File: config.mk
export PLATFORM = sky130hd
export DESIGN_NAME = counter_monitor
export DESIGN_NICKNAME = d
export VERILOG_FILES = /design/src/rtl/counter_monitor.sv
export SDC_FILE = /design/constraint.sdc
export NUM_CORES = 1
export LEC_CHECK = 0
export ABC_AREA = 0
export CORE_MARGIN = 2
export CORE_UTILIZATION = 45
export CTS_CLUSTER_DIAMETER = 80
export DETAILED_ROUTE_END_ITERATION = 6
export DONT_BUFFER_PORTS = 1
export GPL_ROUTABILITY_DRIVEN = 0
export GPL_TIMING_DRIVEN = 0
export SLEW_MARGIN = 15
export SYNTH_ARGS = -nofsm -noshare
export SYNTH_HDL_FRONTEND = slang
export SYNTH_SLANG_ARGS = --single-unit
File: constraint.sdc
create_clock -name clock -period 2.3 [get_ports clock]
set_input_delay 0.575 -clock clock [delete_from_list [all_inputs] [get_ports clock]]
set_output_delay 0.575 -clock clock [all_outputs]
set_load 0.05 [all_outputs]
File: src/rtl/counter_monitor.sv
// counter_monitor: watches the command inputs and the registered output of an
// up/down/load counter, predicts the counter's next value, and flags the
// first divergence between prediction and observation.
//
// Ports
//   clock          rising-edge clock
//   reset          synchronous active-low reset
//   arm            1 = check, 0 = return to IDLE and clear results
//   load/enable/dec/load_value   commands seen at the counter's input
//   counterN       registered counter output being monitored
//   pass           in CHECK (no mismatch since arming)
//   error          in FAIL (sticky until disarm/reset)
//   error_code     command class that preceded the first mismatch
//   expected       current predicted counter value
//   fail_observed  counterN captured at the first mismatch
//   fail_expected  prediction captured at the first mismatch
//   mismatch_count saturating count of mismatches since arming
//   check_count    saturating count of compare cycles since arming
module counter_monitor #(
    parameter int unsigned N  = 8,
    parameter int unsigned CW = 16
) (
    input  logic          clock,
    input  logic          reset,
    input  logic          arm,
    input  logic          load,
    input  logic          enable,
    input  logic          dec,
    input  logic [N-1:0]  load_value,
    input  logic [N-1:0]  counterN,
    output logic          pass,
    output logic          error,
    output logic [2:0]    error_code,
    output logic [N-1:0]  expected,
    output logic [N-1:0]  fail_observed,
    output logic [N-1:0]  fail_expected,
    output logic [CW-1:0] mismatch_count,
    output logic [CW-1:0] check_count
);

    localparam int unsigned CODE_W = 3;

    localparam logic [CODE_W-1:0] CODE_NONE = 3'b000;
    localparam logic [CODE_W-1:0] CODE_LOAD = 3'b001;
    localparam logic [CODE_W-1:0] CODE_UP   = 3'b010;
    localparam logic [CODE_W-1:0] CODE_DOWN = 3'b011;
    localparam logic [CODE_W-1:0] CODE_HOLD = 3'b100;

    typedef enum logic [1:0] {
        S_IDLE  = 2'd0,
        S_CHECK = 2'd1,
        S_FAIL  = 2'd2
    } state_e;

    state_e state_q, state_d;

    logic [N-1:0]      expected_q, expected_d;
    logic [N-1:0]      fail_obs_q, fail_obs_d;
    logic [N-1:0]      fail_exp_q, fail_exp_d;
    logic [CODE_W-1:0] code_q, code_d;
    logic [CODE_W-1:0] cmd_q, cmd_d;
    logic [CW-1:0]     mis_q, mis_d;
    logic [CW-1:0]     chk_q, chk_d;

    logic [N-1:0]      next_from_counter_c;
    logic [N-1:0]      next_from_expected_c;
    logic [CODE_W-1:0] cmd_class_c;
    logic              mismatch_c;

    // Counter behaviour: load beats enable, enable beats hold, modulo 2^N.
    function automatic logic [N-1:0] model_next(
        input logic [N-1:0] v,
        input logic         ld,
        input logic         en,
        input logic         dn,
        input logic [N-1:0] lv
    );
        logic [N-1:0] r;
        if (ld) begin
            r = lv;
        end else if (en) begin
            r = dn ? (v - N'(1)) : (v + N'(1));
        end else begin
            r = v;
        end
        return r;
    endfunction

    // Increment that sticks at all-ones.
    function automatic logic [CW-1:0] sat_inc(input logic [CW-1:0] c);
        return (&c) ? c : (c + CW'(1));
    endfunction

    // Prediction candidates and classification of this edge's command.
    always_comb begin
        next_from_counter_c  = model_next(counterN,   load, enable, dec, load_value);
        next_from_expected_c = model_next(expected_q, load, enable, dec, load_value);
        mismatch_c           = (counterN != expected_q);
        if (load) begin
            cmd_class_c = CODE_LOAD;
        end else if (enable) begin
            cmd_class_c = dec ? CODE_DOWN : CODE_UP;
        end else begin
            cmd_class_c = CODE_HOLD;
        end
    end

    // State register.
    always_ff @(posedge clock) begin
        if (!reset) begin
            state_q <= S_IDLE;
        end else begin
            state_q <= state_d;
        end
    end

    // Next-state logic.
    always_comb begin
        state_d = state_q;
        unique case (state_q)
            S_IDLE: begin
                if (arm) begin
                    state_d = S_CHECK;
                end
            end
            S_CHECK: begin
                if (!arm) begin
                    state_d = S_IDLE;
                end else if (mismatch_c) begin
                    state_d = S_FAIL;
                end
            end
            S_FAIL: begin
                if (!arm) begin
                    state_d = S_IDLE;
                end
            end
            default: state_d = S_IDLE;
        endcase
    end

    // Output decode of the registered state.
    always_comb begin
        pass  = 1'b0;
        error = 1'b0;
        unique case (state_q)
            S_CHECK: pass  = 1'b1;
            S_FAIL:  error = 1'b1;
            default: begin
                pass  = 1'b0;
                error = 1'b0;
            end
        endcase
    end

    // Datapath next values: prediction, capture and counters.
    always_comb begin
        expected_d = expected_q;
        fail_obs_d = fail_obs_q;
        fail_exp_d = fail_exp_q;
        code_d     = code_q;
        mis_d      = mis_q;
        chk_d      = chk_q;
        cmd_d      = cmd_class_c;

        unique case (state_q)
            S_IDLE: begin
                // Arming seeds the model from the live counter; no compare yet.
                if (arm) begin
                    expected_d = next_from_counter_c;
                end
            end
            S_CHECK, S_FAIL: begin
                if (!arm) begin
                    // Results clear on disarm; the prediction is kept.
                    fail_obs_d = '0;
                    fail_exp_d = '0;
                    code_d     = CODE_NONE;
                    mis_d      = '0;
                    chk_d      = '0;
                end else begin
                    chk_d = sat_inc(chk_q);
                    if (mismatch_c) begin
                        mis_d      = sat_inc(mis_q);
                        expected_d = next_from_counter_c;
                        // Only the first mismatch since arming is captured.
                        if (state_q == S_CHECK) begin
                            fail_obs_d = counterN;
                            fail_exp_d = expected_q;
                            code_d     = cmd_q;
                        end
                    end else begin
                        expected_d = next_from_expected_c;
                    end
                end
            end
            default: begin
                expected_d = expected_q;
            end
        endcase
    end

    // Datapath registers.
    always_ff @(posedge clock) begin
        if (!reset) begin
            expected_q <= '0;
            fail_obs_q <= '0;
            fail_exp_q <= '0;
            code_q     <= CODE_NONE;
            cmd_q      <= CODE_NONE;
            mis_q      <= '0;
            chk_q      <= '0;
        end else begin
            expected_q <= expected_d;
            fail_obs_q <= fail_obs_d;
            fail_exp_q <= fail_exp_d;
            code_q     <= code_d;
            cmd_q      <= cmd_d;
            mis_q      <= mis_d;
            chk_q      <= chk_d;
        end
    end

    assign error_code     = code_q;
    assign expected       = expected_q;
    assign fail_observed  = fail_obs_q;
    assign fail_expected  = fail_exp_q;
    assign mismatch_count = mis_q;
    assign check_count    = chk_q;

endmodule

==> results of run 1 <==
-- sequential cells by signal (all words and copies together), names as in the netlist --
| register | flops |
|---|---|
| mismatch_count | 16 |
| fail_expected | 8 |
| state_q | 2 |
| check_count | 16 |
| expected | 8 |
| cmd_q | 3 |
| fail_observed | 8 |
| error_code | 3 |
-- cell usage after synthesis, drive strengths merged, types with 3 or more instances --
| cell | number |
|---|---|
| nand4 | 15 |
| mux2i | 10 |
| o211ai | 6 |
| nor3 | 7 |
| nand3b | 3 |
| a31o | 4 |
| a211oi | 4 |
| and2 | 3 |
| nor2 | 36 |
| buf | 6 |
| mux2 | 3 |
| o21ai | 14 |
| ha | 18 |
| clkbuf | 11 |
| a22o | 19 |
| o21a | 3 |
| nor2b | 9 |
| a21oi | 21 |
| and3 | 5 |
| or3 | 7 |
| a31oi | 7 |
| xnor2 | 16 |
| nand2 | 38 |
| inv | 17 |
| or4 | 5 |
| nand3 | 16 |
| dfxtp | 64 |
| nand2b | 5 |
| and4 | 3 |
| xor2 | 15 |
| o31ai | 5 |
-- worst max-delay path, stage by stage (launching register included) --
cell and delay (ps):
dfxtp_1 340, inv_1 100, ha_1 570, nand4_1 210
nor2_2 410, buf_2 310, a22o_1 170
-- cell type report --
type                    count  area, sq um
clock inverters             5        86.33
fillers                   769         3906
clock buffers              11        151.4
inverters                  17        63.81
repair buffers              5        37.54
multi-input cells         323         2330
well taps                 105        131.4
flip-flops and latches     64         1335
plain buffers              17        92.59
-- stage by stage --
stage                     hold WS [ps]  area (sq um)
after floorplan                  425.7          3731
after global placement           429.7          3862
final                            371.3          4228
after CTS                        360.8          4129
after detailed placement         441.1          3862
after global routing             355.6          4228
-- routing by layer --
layer  share of wire (%)  up-vias  routed length [um]
met1                  47     1512                4428
met2                  46       88                4351
met5                   0        -                   0
met4                0.56        0                  53
met3                 6.8        4                 640
li1                    -     1579                   -
-- power by group through the flow --
| stage | Sequential, mW | Combinational, mW | Clock, mW |
|---|---|---|---|
| 2_1_floorplan | 1.61 | 1.02 | 0 |
| 4_1_cts | 1.67 | 1.25 | 1.17 |
| 5_1_grt | 1.69 | 1.48 | 1.22 |
| 3_3_place_gp | 1.68 | 1.22 | 0 |
| 6_report | 1.68 | 1.34 | 1.15 |
| 3_5_place_dp | 1.68 | 1.24 | 0 |
-- kinds of logic after synthesis --
group | Yosys count
AND/OR/NAND/NOR | 161
AO/OA/AOI/OAI | 98
flip-flops | 64
buffers and inverters | 34
XOR/XNOR | 31
adder cells (fa/ha/maj) | 20
multiplexers | 13
-- path summary, 6_finish.rpt --
kind | endpoint | start | cells past startpoint | slack, ps
worst max register to register | fail_observed[2] | state_q[1] | 6 | 130
worst min register to register | error_code[2] | cmd_q[2] | 1 | 450
worst max-delay path | fail_observed[2] | state_q[1] | 6 | 130
worst min-delay path | fail_observed[0] | counterN[0] | 1 | 370
-- what timing repair did --
action | in CTS | in global routing
setup endpoints to repair | 36 | 36
setup buffers | 0 | 5
resized for setup | 19 | 27
pin swaps | 0 | 3
cloned | 0 | 0
==> metrics.md, run 1 <==
| Metric | Value |
|---|---|
| Leakage | `1.647 nW` |
| Sw frac | `40.96%` |
| Minimum setup slack after placement | `-152.1 ps` |
| Reg power frac | `40.3%` |
| Slew at the pin with the worst max-slew slack | `641.4 ps` |
| Number of top-level design ports | `83` |
| Number of slew-limit violations in the final report | `0` |
| Pin count of the biggest net entering global routing | `17` |
| Clk_skew | `9.125 ps` |
| Number of nets in the layout | `479` |
| Tcrit/Tclk final | `94.16%` |
| Final worst slack | `134.3 ps` |
| Area fraction in compound gates after synthesis | `19.85%` |
| Most used flip-flop cell after synthesis | `dfxtp_1` |
| Synth Area in Simple Gates | `23.54%` |
| Clock Tree Root | `clkbuf_8` |
| Mapped Area | `0.003731 sq mm` |
| Arr. time, crit path | `2440 ps` |
| Number of distinct standard cells referenced by the synthesized netlist | `64` |
| First-pass GRT wire length | `14900 um` |
| Grt met1 use | `29.29%` |
| DR WL/cell | `17.32 um` |
| Async set-or-reset flop fraction in the synthesized netlist | `0%` |
| Run status | `complete, no violations` |
| Unrepaired setup endpoints after global routing | `false` |
| Portion of synthesized cell area occupied by the leading cell type | `34.34%` |
| Number of synthesis warnings | `0` |
| Number of sinks driven by the clock tree | `64` |
| Detailed router's first-iteration violation count | `200` |
| H-tree depth | `3` |
| Die span in y | `95.06 um` |
| CP Capture Type | `flop` |
| Critical Path Fanout Max | `10` |
| GRT Util Overall | `21.25%` |
| Syn nets | `463` |
| # DRC | `0` |
| Synth-to-Final Area Change | `13.31%` |
| Placeable Area | `0.008134 sq mm` |
| Detailed-placement wirelength estimate | `6998 um` |
| Overall power after layout | `4.168 mW` |
| Maximum clock frequency | `461.8 MHz` |
| Share of final-layout standard cells stronger than drive strength 1 | `18.33%` |
| Insertion delay of the later-clocked pin in the worst-skew pair | `330 ps` |
| Critical Path Start Type | `flop` |
| Reported max-cap violation count | `0` |
| Crit path time final | `2166 ps` |
| Number of endpoints failing setup at the final stage | `0` |
| Post-synthesis average cell area | `8.862 sq um` |
| Kind of critical path | `reg -> reg` |
| Number of antenna violations at the first check in global routing | `0` |
| TritonRoute pass-1 iters | `5` |
| Detail-routed via count per cell | `5.819` |
| Most area-consuming cells after synthesis | `dfxtp_1 (34%), ha_1 (6.0%), a22o_1 (4.5%), nand2_1 (3.7%), nor2_1 (3.6%)` |
| Synthesis-stage register bit count | `64` |
| Post-cts hold buffer count | `0` |
| Via count | `3183` |
| Clock share of power | `27.6%` |
| Post-Syn Instances | `421` |
| Final Util | `51.98%` |
| Library cell occupying the most area in the post-synthesis netlist | `dfxtp_1` |
| Switch Pwr | `1.707 mW` |
| Remaining global-route overflow | `0` |
| Cell Int Power | `2.461 mW` |
| Min-delay worst type | `in -> reg` |
| Required @ worst endpoint | `2570 ps` |
| Number of antenna cells inserted | `0` |
| TritonCTS Buffers | `9` |
| Starting density of the core | `45.87%` |
| Chip Width | `95.06 um` |
| Pwr per Cell Area | `985.8 mW/mm^2` |
| Number of nets with antenna violations after routing | `0` |
| Number of endpoints with negative hold slack in the final report | `0` |
| Worst VDD drop | `0.0004132 V` |
| Vias in the first global route | `2903` |
| Overall routed net length | `9474 um` |
| Clock-pin slew on the worst setup and hold paths | `80 ps` |
| CTS tree | `built` |
| XOR/XNOR Fraction of Synth Area | `7.478%` |
| GR met2 Demand/Resource | `33.27%` |
| Cell count after placement | `526` |
| Number of enable-type register cells in the synthesized netlist | `0` |
| Worst slew margin relative to its limit | `57.18%` |
| Die Area | `0.009035 sq mm` |
| Combinational family with the most area after synthesis | `simple AND/OR/NAND/NOR gates` |
| Std-Cell Rows | `33` |
| Grt met3 use | `6.008%` |
| Highest-utilization routing layer at the global route stage | `met2` |
| Synth Area in Adders | `7.109%` |
| Sequential-to-total area share from yosys stat | `34.34%` |
| Leading cell type in the layout, fill and taps excluded | `nand2_1` |
| Port Buffer Count | `0` |
| Leading cell types in the layout, fill and taps excluded | `nand2_1 (37), nor2_1 (35), dfxtp_1 (35)` |
| Share of cell area taken by muxes after synthesis | `3.689%` |
| Setup TNS | `0 ps` |
| Non-filler cells, final | `547` |
| Portion of total power attributed to combinational logic | `32.1%` |
| Number of buffers between clock root and the deepest sink | `2` |
No activity file was read; power rests on OpenSTA's default activity.
==> run 2: changes to the inputs <==
- CAP_MARGIN: not set -> 20
- MAX_ROUTING_LAYER: not set -> met4
- clock period: 2.3 -> 2.1 ns (I/O delays scaled with it)
==> run 2 against run 1 <==
  * Final cell count rose by 0.18%
  * Critical path depth increased by 1
  * Critical endpoint is now fail_expected[6]
  * Wire length up 2.0%
  * Total power rose by 12%
  * Flip-flop and latch count did not move
  * Sequential power increased by 11%
  * Largest cell class unchanged
  * Hold slack worse by 55 ps
  * Critical path type unchanged
  * Register-to-register slack barely moved
==> metrics.md, run 2 (synthesized netlist as in run 1, its figures left out) <==
| Metric | Value |
|---|---|
| Run status | `complete, no violations` |
| Detail-routed via count per cell | `5.797 (-0.37%)` |
| H-tree depth | `3 (unchanged)` |
| Critical Path Fanout Max | `9 (-1)` |
| Number of top-level design ports | `83 (unchanged)` |
| Vias in the first global route | `3082 (+6.2%)` |
| Unrepaired setup endpoints after global routing | `false` |
| Pwr per Cell Area | `1069 mW/mm^2 (+8.4%)` |
| Stage delay of the slowest cell on the critical path | `510 ps (-60 ps)` |
| Minimum setup slack after placement | `-362.2 ps (-210.2 ps)` |
| Worst VDD drop | `0.0004025 V (-2.6%)` |
| Post-cts hold buffer count | `0 (unchanged)` |
| CTS tree | `built` |
| Reported max-cap violation count | `0 (unchanged)` |
| # DRC | `0 (unchanged)` |
| Overall routed net length | `9664 um (+2.0%)` |
| Tcrit/Tclk final | `94.25% (+0.095 points)` |
| Detailed-placement wirelength estimate | `6919 um (-1.1%)` |
| Number of endpoints with negative hold slack in the final report | `0 (unchanged)` |
| Starting density of the core | `45.87% (unchanged)` |
| Port Buffer Count | `0 (unchanged)` |
| TritonCTS Buffers | `9 (unchanged)` |
| Chip Width | `95.06 um (unchanged)` |
| Kind of critical path | `reg -> reg` |
| Leakage | `1.674 nW (+1.7%)` |
| Sw frac | `40.95% (about the same)` |
| TritonRoute pass-1 iters | `5 (unchanged)` |
| Clock share of power | `27.0% (-0.6 points)` |
| First-pass GRT wire length | `15300 um (+2.6%)` |
| Die span in y | `95.06 um (unchanged)` |
| Share of final-layout standard cells stronger than drive strength 1 | `23.93% (+5.6 points)` |
| DR WL/cell | `17.64 um (+1.8%)` |
| Remaining global-route overflow | `0 (unchanged)` |
| Maximum clock frequency | `505.2 MHz (+9.4%)` |
| Std-Cell Rows | `33 (unchanged)` |
| Min-delay worst type | `in -> reg` |
| Required @ worst endpoint | `2380 ps (-190 ps)` |
| Standard cell with the maximum stage delay on the critical path | `dfxtp_4` |
| Leading cell type in the layout, fill and taps excluded | `nand2_1` |
| Setup TNS | `0 ps (unchanged)` |
| Pin count of the biggest net entering global routing | `17 (unchanged)` |
| Portion of total power attributed to combinational logic | `32.9% (+0.8 points)` |
| Number of nets in the layout | `480 (+0.21%)` |
| Slew at the pin with the worst max-slew slack | `626.2 ps (-15.18 ps)` |
| Number of antenna violations at the first check in global routing | `0 (unchanged)` |
| Number of sinks driven by the clock tree | `64 (unchanged)` |
| GRT Util Overall | `22.48% (+1.2 points)` |
| Number of slew-limit violations in the final report | `0 (unchanged)` |
| Clock Tree Root | `clkbuf_8` |
| Cell Int Power | `2.755 mW (+12%)` |
| CP Cell Sequence | `xnor2_1 > nand4_2 > nor3_4 > o21ai_1 > a21boi_4 > buf_4 > a22o_1` |
| Leading cell types in the layout, fill and taps excluded | `nand2_1 (37), nor2_1 (35), dfxtp_2 (29)` |
| Clk_skew | `11.34 ps (+2.219 ps)` |
| Worst slew margin relative to its limit | `58.20% (+1.0 points)` |
| Insertion delay of the later-clocked pin in the worst-skew pair | `340 ps (about the same)` |
| Number of antenna cells inserted | `0 (unchanged)` |
| Critical Path Start Type | `flop` |
| CP Capture Type | `flop` |
| Clock-pin slew on the worst setup and hold paths | `70 ps (about the same)` |
| Number of endpoints failing setup at the final stage | `0 (unchanged)` |
| Number of buffers between clock root and the deepest sink | `2 (unchanged)` |
| Arr. time, crit path | `2260 ps (-180 ps)` |
| Reg power frac | `40.0% (-0.3 points)` |
| Final worst slack | `120.7 ps (-13.67 ps)` |
| Die Area | `0.009035 sq mm (unchanged)` |
| Synth-to-Final Area Change | `17.00%` |
| Placeable Area | `0.008134 sq mm (unchanged)` |
| Switch Pwr | `1.910 mW (+12%)` |
| Via count | `3177 (-0.19%)` |
| Crit path time final | `1979 ps (-186.3 ps)` |
| Number of nets with antenna violations after routing | `0 (unchanged)` |
| Detailed router's first-iteration violation count | `132 (-34%)` |
==> run 2: cell types whose count changed in the layout (fill, tap and decap cells not counted), sizes merged <==
cell	delta
buf	+1
clkinv	-1
clkinvlp	+1
==> run 2: final cells by class <==
cell class	count	area [sq um]
repair buffers	6	45.04
clock buffers	11	151.4
clock inverters	5	85.08
multi-input cells	323	2436
well taps	105	131.4
flip-flops and latches	64	1355
plain buffers	17	97.59
inverters	17	63.81
fillers	739	3769
==> run 2: stage by stage <==
stage / instance area [sq um] / util, % / cells / power [mW] / hold slack, ps
3_5_place_dp: 3864 / 47.50 / 526 / 3.202 / 435.6
3_3_place_gp: 3864 / 47.50 / 526 / 3.169 / 428.4
6_report: 4365 / 53.67 / 548 / 4.665 / 316.2
2_1_floorplan: 3732 / - / 421 / 2.883 / 425.7
4_1_cts: 4232 / 52.02 / 546 / 4.552 / 304.7
5_1_grt: 4365 / 53.67 / 548 / 4.911 / 301.1
==> run 2: worst paths after layout <==
path                    start  cells past startpoint                to  slack (ps)
setup / recovery  expected[3]                      7  fail_expected[6]         120
hold / removal    counterN[1]                      1  fail_observed[1]         320
setup reg to reg  expected[3]                      7  fail_expected[6]         120
hold reg to reg      cmd_q[2]                      1     error_code[2]         450
==> run 2: critical path, delay by kind of cell, from the launching register on <==
| family | cells | cell delay [ps] |
|---|---|---|
| and+or+nand+nor | 2 | 550 |
| DFF | 1 | 510 |
| buffers and inverters | 1 | 200 |
| xor gates and xnor gates | 1 | 170 |
| AOI/OAI and AO/OA | 3 | 510 |
==> run 2: repair_timing <==
item	in CTS	in global routing
buffers inserted	4	2
pin swaps	4	11
setup endpoints to repair	58	48
gates resized for setup	49	29
==> run 2: layer usage <==
metal  vias up  track usage, %  share of wire (%)
met4         0           5.918               0.48
met5         -               -                  0
met3         7           6.166                6.3
met2        86           33.22                 45
li1       1571               -                  -
met1      1513           30.42                 48
==> run 2: power groups by stage <==
stage	sequential [mW]	combinational (mW)	clock (mW)
2_1_floorplan	1.77	1.11	0
3_3_place_gp	1.84	1.33	0
3_5_place_dp	1.84	1.36	0
4_1_cts	1.85	1.42	1.29
5_1_grt	1.88	1.69	1.34
6_report	1.87	1.54	1.26
